<file path="config.mk">
export PLATFORM = sky130hd
export DESIGN_NAME = game_tick_scheduler_flat
export DESIGN_NICKNAME = d
export VERILOG_FILES = /design/src/rtl/game_tick_scheduler_pkg.sv /design/src/rtl/game_tick_scheduler_if.sv /design/src/rtl/game_tick_scheduler_tick_gen.sv /design/src/rtl/game_tick_scheduler.sv /design/src/flat_wrapper.sv
export SDC_FILE = /design/constraint.sdc
export NUM_CORES = 1
export LEC_CHECK = 0
export CORE_MARGIN = 8
export CORE_UTILIZATION = 47
export CTS_CLUSTER_SIZE = 8
export DETAILED_ROUTE_END_ITERATION = 8
export PLACE_DENSITY = 0.66
export SETUP_SLACK_MARGIN = 0.4
export SYNTH_ARGS = -nofsm -noshare
export SYNTH_HDL_FRONTEND = slang
export SYNTH_SLANG_ARGS = --single-unit
</file>
<file path="constraint.sdc">
create_clock -name clk -period 6.1 [get_ports clk]
set_input_delay 1.83 -clock clk [delete_from_list [all_inputs] [get_ports clk]]
set_output_delay 1.83 -clock clk [all_outputs]
set_load 0.05 [all_outputs]
</file>
<file path="src/rtl/game_tick_scheduler_pkg.sv">
// rtl/game_tick_scheduler_pkg.sv - shared state encoding and default divider constants
package game_pkg;

    localparam int CNT_W = 32;

    localparam int DOODLE_DIV_DEF    = 250000;
    localparam int GRAVITY_DIV_DEF   = 500000;
    localparam int POINTS_DIV_DEF    = 5000000;
    localparam int PLAT_DIV_INIT_DEF = 500000;
    localparam int PLAT_DIV_MIN_DEF  = 200000;
    localparam int PLAT_DIV_STEP_DEF = 1000;

    typedef enum logic [1:0] {
        ST_IDLE  = 2'd0,
        ST_RUN   = 2'd1,
        ST_PAUSE = 2'd2,
        ST_OVER  = 2'd3
    } state_t;

endpackage

</file>
<file path="src/rtl/game_tick_scheduler_if.sv">
// rtl/game_tick_scheduler_if.sv - game control inputs and tick/state outputs of the scheduler
interface game_tick_scheduler_if
    import game_pkg::*;
#(
    parameter int W = CNT_W
);
    logic         start;
    logic         pause;
    logic         game_over;
    logic         doodle_tick;
    logic         gravity_tick;
    logic         platform_tick;
    logic         points_tick;
    logic [1:0]   state;
    logic [W-1:0] plat_div;

    modport master (
        output start, pause, game_over,
        input  doodle_tick, gravity_tick, platform_tick, points_tick, state, plat_div
    );

    modport slave (
        input  start, pause, game_over,
        output doodle_tick, gravity_tick, platform_tick, points_tick, state, plat_div
    );
endinterface

</file>
<file path="src/rtl/game_tick_scheduler_tick_gen.sv">
// rtl/game_tick_scheduler_tick_gen.sv - enabled period counter producing a registered one-cycle strobe
module tick_gen #(
    parameter int W = 32
) (
    input  logic         i_clk,
    input  logic         i_rst_n,
    input  logic         i_clear,
    input  logic         i_en,
    input  logic [W-1:0] i_period,
    output logic         o_tick
);
    logic [W-1:0] r_count;
    logic         w_wrap;

    // >= so a period that shrinks below the running count wraps at once
    assign w_wrap = (r_count >= (i_period - W'(1)));

    always_ff @(posedge i_clk or negedge i_rst_n) begin
        if (!i_rst_n) begin
            r_count <= '0;
            o_tick  <= 1'b0;
        end else begin
            o_tick <= 1'b0;
            if (i_clear) begin
                r_count <= '0;
            end else if (i_en) begin
                if (w_wrap) begin
                    r_count <= '0;
                    o_tick  <= 1'b1;
                end else begin
                    r_count <= r_count + W'(1);
                end
            end
        end
    end
endmodule

</file>
<file path="src/rtl/game_tick_scheduler.sv">
// rtl/game_tick_scheduler.sv - game state FSM gating four tick strobes; PLAT_RAMP_EN enables the platform speed ramp
module game_tick_scheduler
    import game_pkg::*;
#(
    parameter int DOODLE_DIV    = DOODLE_DIV_DEF,
    parameter int GRAVITY_DIV   = GRAVITY_DIV_DEF,
    parameter int POINTS_DIV    = POINTS_DIV_DEF,
    parameter int PLAT_DIV_INIT = PLAT_DIV_INIT_DEF,
    parameter int PLAT_DIV_MIN  = PLAT_DIV_MIN_DEF,
    parameter int PLAT_DIV_STEP = PLAT_DIV_STEP_DEF,
    parameter int CNT_W         = game_pkg::CNT_W
) (
    input  logic                  clk,
    input  logic                  rst_n,
    game_tick_scheduler_if.slave  bus
);
    state_t             r_state;
    state_t             w_next;
    logic               w_run;
    logic               w_clear;
    logic               w_doodle_tick;
    logic               w_gravity_tick;
    logic               w_platform_tick;
    logic               w_points_tick;
    logic [CNT_W-1:0]   w_plat_div;

    always_ff @(posedge clk or negedge rst_n) begin
        if (!rst_n) r_state <= ST_IDLE;
        else        r_state <= w_next;
    end

    always_comb begin
        w_next = r_state;
        case (r_state)
            ST_IDLE:  if (bus.start) w_next = ST_RUN;
            ST_RUN:   if (bus.game_over) w_next = ST_OVER;
                      else if (bus.pause) w_next = ST_PAUSE;
            ST_PAUSE: if (bus.game_over) w_next = ST_OVER;
                      else if (bus.pause) w_next = ST_RUN;
            ST_OVER:  if (bus.start) w_next = ST_IDLE;
            default:  w_next = ST_IDLE;
        endcase
    end

    // Counting stops on the edge that leaves RUN, so no strobe escapes or is lost across a pause
    assign w_run   = (r_state == ST_RUN) && (w_next == ST_RUN);
    assign w_clear = (r_state == ST_IDLE) && (w_next == ST_RUN);

    tick_gen #(.W(CNT_W)) u_doodle (
        .i_clk(clk), .i_rst_n(rst_n), .i_clear(w_clear), .i_en(w_run),
        .i_period(CNT_W'(DOODLE_DIV)), .o_tick(w_doodle_tick)
    );

    tick_gen #(.W(CNT_W)) u_gravity (
        .i_clk(clk), .i_rst_n(rst_n), .i_clear(w_clear), .i_en(w_run),
        .i_period(CNT_W'(GRAVITY_DIV)), .o_tick(w_gravity_tick)
    );

    tick_gen #(.W(CNT_W)) u_points (
        .i_clk(clk), .i_rst_n(rst_n), .i_clear(w_clear), .i_en(w_run),
        .i_period(CNT_W'(POINTS_DIV)), .o_tick(w_points_tick)
    );

    tick_gen #(.W(CNT_W)) u_platform (
        .i_clk(clk), .i_rst_n(rst_n), .i_clear(w_clear), .i_en(w_run),
        .i_period(w_plat_div), .o_tick(w_platform_tick)
    );

`ifdef PLAT_RAMP_EN
    localparam logic [CNT_W-1:0] LP_INIT  = CNT_W'(PLAT_DIV_INIT);
    localparam logic [CNT_W-1:0] LP_MIN   = CNT_W'(PLAT_DIV_MIN);
    localparam logic [CNT_W-1:0] LP_STEP  = CNT_W'(PLAT_DIV_STEP);
    localparam logic [CNT_W-1:0] LP_FLOOR = CNT_W'(PLAT_DIV_MIN + PLAT_DIV_STEP);

    logic [CNT_W-1:0] r_plat_div;

    // Compare against floor+step first so the subtraction can never wrap
    always_ff @(posedge clk or negedge rst_n) begin
        if (!rst_n) begin
            r_plat_div <= LP_INIT;
        end else if (w_clear) begin
            r_plat_div <= LP_INIT;
        end else if (w_points_tick) begin
            if (r_plat_div >= LP_FLOOR) r_plat_div <= r_plat_div - LP_STEP;
            else                        r_plat_div <= LP_MIN;
        end
    end

    assign w_plat_div = r_plat_div;
`else
    assign w_plat_div = CNT_W'(PLAT_DIV_INIT);
`endif

    assign bus.state         = r_state;
    assign bus.doodle_tick   = w_doodle_tick;
    assign bus.gravity_tick  = w_gravity_tick;
    assign bus.platform_tick = w_platform_tick;
    assign bus.points_tick   = w_points_tick;
    assign bus.plat_div      = w_plat_div;
endmodule

</file>
<file path="src/flat_wrapper.sv">
// flat-port wrapper written by rule: the top's interface ports become plain ports
module game_tick_scheduler_flat import game_pkg::*;
#(
    parameter int DOODLE_DIV    = DOODLE_DIV_DEF,
    parameter int GRAVITY_DIV   = GRAVITY_DIV_DEF,
    parameter int POINTS_DIV    = POINTS_DIV_DEF,
    parameter int PLAT_DIV_INIT = PLAT_DIV_INIT_DEF,
    parameter int PLAT_DIV_MIN  = PLAT_DIV_MIN_DEF,
    parameter int PLAT_DIV_STEP = PLAT_DIV_STEP_DEF,
    parameter int CNT_W         = game_pkg::CNT_W
)
  (clk, rst_n, bus_start, bus_pause, bus_game_over, bus_doodle_tick, bus_gravity_tick, bus_platform_tick, bus_points_tick, bus_state, bus_plat_div);
  game_tick_scheduler_if bus_i ();
  input  logic clk;
  input  logic rst_n;
  input wire logic [$bits(bus_i.start)-1:0] bus_start;
  input wire logic [$bits(bus_i.pause)-1:0] bus_pause;
  input wire logic [$bits(bus_i.game_over)-1:0] bus_game_over;
  output wire logic [$bits(bus_i.doodle_tick)-1:0] bus_doodle_tick;
  output wire logic [$bits(bus_i.gravity_tick)-1:0] bus_gravity_tick;
  output wire logic [$bits(bus_i.platform_tick)-1:0] bus_platform_tick;
  output wire logic [$bits(bus_i.points_tick)-1:0] bus_points_tick;
  output wire logic [$bits(bus_i.state)-1:0] bus_state;
  output wire logic [$bits(bus_i.plat_div)-1:0] bus_plat_div;
  assign bus_i.start = bus_start;
  assign bus_i.pause = bus_pause;
  assign bus_i.game_over = bus_game_over;
  assign bus_doodle_tick = bus_i.doodle_tick;
  assign bus_gravity_tick = bus_i.gravity_tick;
  assign bus_platform_tick = bus_i.platform_tick;
  assign bus_points_tick = bus_i.points_tick;
  assign bus_state = bus_i.state;
  assign bus_plat_div = bus_i.plat_div;
  game_tick_scheduler #(.DOODLE_DIV(DOODLE_DIV), .GRAVITY_DIV(GRAVITY_DIV), .POINTS_DIV(POINTS_DIV), .PLAT_DIV_INIT(PLAT_DIV_INIT), .PLAT_DIV_MIN(PLAT_DIV_MIN), .PLAT_DIV_STEP(PLAT_DIV_STEP), .CNT_W(CNT_W)) u_core (.clk(clk), .rst_n(rst_n), .bus(bus_i));
endmodule
</file>
==> impl_metrics.csv <==
group,metric,value,unit
outcome,status,"finished clean",
cells_and_area,drive_gt1_share,10.0,%
yosys,synth_area,6910,µm²
sta,rsz0062_at_grt,"false",
cells_and_area,final_common_cell,"dfrtp_1",
global_routing,antenna_found_initial,0,
worst_setup_path,cp.buffers_inverters,3,
floorplanning,core,14400,µm²
placement,pre_cts_slack,1.63,ns
sta,finalCritPeriodShare,66.0,%
yosys,ys_ff_latch,134,
worst_setup_path,max_stage_delay,0.95,ns
power_and_ir_drop,p_leak,0.00340,µW
hold_path,min_path_cells,1,
yosys,synthCells,702,
route,drc,0,
placement,hpwl,8.84,mm
worst_setup_path,crit_path_start_kind,"input port",
global_routing,grt_pass1_vias,4854,
yosys,synth_top_flop_cell,"dfrtp_1",
worst_setup_path,cp_max_fo,25,
global_routing,grt_max_degree,88,
worst_setup_path,path_class,"input port to flip-flop",
worst_setup_path,r2r_cells,6,
worst_setup_path,worstSetupEndpoint,"u_core.u_points.r_count[26]",
yosys,synthDistinctLibCells,67,
clock_tree,h-tree-depth,4,
sta,drv_slew,0,
sta,fmax,248,MHz
worst_setup_path,critical-path-top-delay-family,"buffers and inverters",
worst_setup_path,rr_endpoint,"u_core.u_points.r_count[26]",
yosys,synthTopCellsByArea,"dfrtp_1 (49%), nor2_1 (6.4%), xnor2_1 (6.3%)",
worst_setup_path,path_depth,7,
power_and_ir_drop,ir_drop,0.000230,V
worst_setup_path,crit_start,"bus_pause",
floorplanning,die_x,137,µm
yosys,yosysSeqAreaShare,48.6,%
global_routing,grt.overflow.total,0,
route,routedWlPerCell,15.2,µm
run,cap_violations,0,
yosys,syn_avg_cell_area,9.84,µm²
cells_and_area,fin_cells,901,
route,drt-initial-drc-count,486,
floorplanning,ios,43,
sta,finClkSkew,0.0111,ns
clock_tree,clk_pin_slew,0.06,ns
route,vias_per_cell,5.49,
route,dr.pass1.iters,7,
worst_setup_path,rrSetupSlack,3.40,ns
placement,place.port_buffers,10,
clock_tree,cts_tree,"built",
clock_tree,cts-root-buf,"clkbuf_16",
floorplanning,start_util,47.9,%
cells_and_area,diodes,0,
cells_and_area,nets,714,
yosys,yosysWarningCount,0,
sta,slew_headroom,19.2,%
sta,final.setup.tns,0,ns
sta,setup_viol,0,
clock_tree,cts_made_buffers,17,
worst_setup_path,r2r_start,"u_core.u_points.r_count[0]",
worst_setup_path,crit_top_cell,"buf_4",
cells_and_area,layout_common_cells,"dfrtp_1 (134), nor2_1 (118), xnor2_1 (50), nand2_1 (48), conb_1 (32)",
placement,dpl.cell_count,870,
route,wirelength,13.7,mm
clock_tree,clkSinkCount,134,
floorplanning,dieHeight,137,µm
yosys,synth.top_cell.area_share,48.6,%
yosys,post-synth-top-area-cell,"dfrtp_1",
clock_tree,cts_setup_buffers,0,
sta,worst_pin_slew,1.21,ns
placement,place.gp.congestion,0.801,
worst_setup_path,critical_path.slowest_cell,"a31oi_2",
sta,hold_viol,0,
route,vias,4943,
route,ant_nets,0,
cells_and_area,syn2layout_area_growth,10.5,%
global_routing,grt_usage,15.5,%
cells_and_area,nFillCells,1261,
hold_path,hold_path.class,"flip-flop to flip-flop",
clock_tree,clock_latency,0.42,ns
sta,setup_slack,2.07,ns
floorplanning,rows,44,
worst_setup_path,arrival,4.27,ns
global_routing,grt_pass1_wl,23.5,mm
yosys,synth_edf_count,0,
clock_tree,cts_resized,0,
worst_setup_path,cp.required,6.34,ns
sta,hold_slack,0.501,ns
clock_tree,clockBufferDepth,2,
worst_setup_path,path_cells,"clkdlybuf4s50_1 -> nor4b_4 -> buf_4 -> nor2_1 -> buf_4 -> a31oi_2 -> nor2b_1",
yosys,async_flop_share,100,%
worst_setup_path,critPathCaptureType,"flip-flop",
power_and_ir_drop,powerDensity,349,nW/µm²
hold_path,hold_start,"u_core.u_gravity.r_count[24]",
floorplanning,die-area,18800,µm²
sta,fin_crit,4.03,ns
clock_tree,cts_hold_buf,0,
-- stage by stage --
step	area [µm²]	utilization, %	power [µW]
CTS	7630	52.9	2690
detailed placement	7000	48.5	1590
floorplan	7020	-	1490
global placement	7000	48.5	1570
finish	7630	52.9	2660
global route	7630	52.9	2800
-- power breakdown --
| group | switching [µW] | internal (µW) |
|---|---|---|
| Combinational | 313 | 150 |
| Sequential | 127 | 987 |
| Clock | 381 | 703 |
| Total | 821 | 1840 |
-- cell families (layout without fill, tap and decap cells) --
logic type	count (synthesis)	count (layout)	share of synthesized area, %
flops	134	134	48.6
other cells	2	32	0.109
fa+ha+maj	4	4	0.725
simple gates	342	342	26.0
mux	1	1	0.145
compound gates	75	75	9.13
xor+xnor	71	71	9.01
buf+inv	73	58	6.29
-- layout make-up --
type	instances	area [µm²]	area share, %
Multi-Input combinational cell	525	3240	42.4
Clock buffer	19	453	5.94
Sequential cell	134	3350	43.9
Inverter	13	48.8	0.640
Tap cell	184	230	3.02
Clock inverter	12	176	2.31
Timing Repair Buffer	14	131	1.72
-- state kept, by name, indices dropped and copies added, names as in the netlist --
| name | count |
|---|---|
| u_core.u_doodle.r_count | 32 |
| u_core.u_doodle.o_tick | 1 |
| u_core.u_platform.o_tick | 1 |
| u_core.u_gravity.o_tick | 1 |
| u_core.u_platform.r_count | 32 |
| u_core.u_gravity.r_count | 32 |
| u_core.u_points.o_tick | 1 |
| u_core.bus.state | 2 |
| u_core.u_points.r_count | 32 |
-- worst min path at each step --
stage                                         end  slack, ns
global route          u_core.u_doodle.r_count[17]       0.53
detailed placement   u_core.u_gravity.r_count[24]       0.49
global placement    u_core.u_platform.r_count[18]       0.47
floorplan           u_core.u_platform.r_count[18]       0.45
finish               u_core.u_gravity.r_count[24]       0.50
CTS                  u_core.u_gravity.r_count[24]       0.51
-- Yosys cell counts, types with 9 or more instances --
cell type and count:
dfrtp_1 134, nor2_1 118, xnor2_1 50, nand2_1 48, buf_4 33, and3_1 31
nand3_1 31, nand4_1 25, xor2_1 21, nor3_1 16, a21oi_1 15, nor4_1 14
inv_1 13, clkbuf_1 12, buf_2 11, nor2b_1 11, nor3_2 10, a31oi_1 9
-- layer usage --
metal / share of wire (%) / track usage [%] / vias up
met5: 0 / 0 / -
met4: 1.0 / 5.13 / 0
met3: 4.3 / 3.90 / 14
met2: 47 / 24.2 / 91
met1: 47 / 20.6 / 2441
li1: - / - / 2397
No activity file was read; power rests on OpenSTA's default activity.
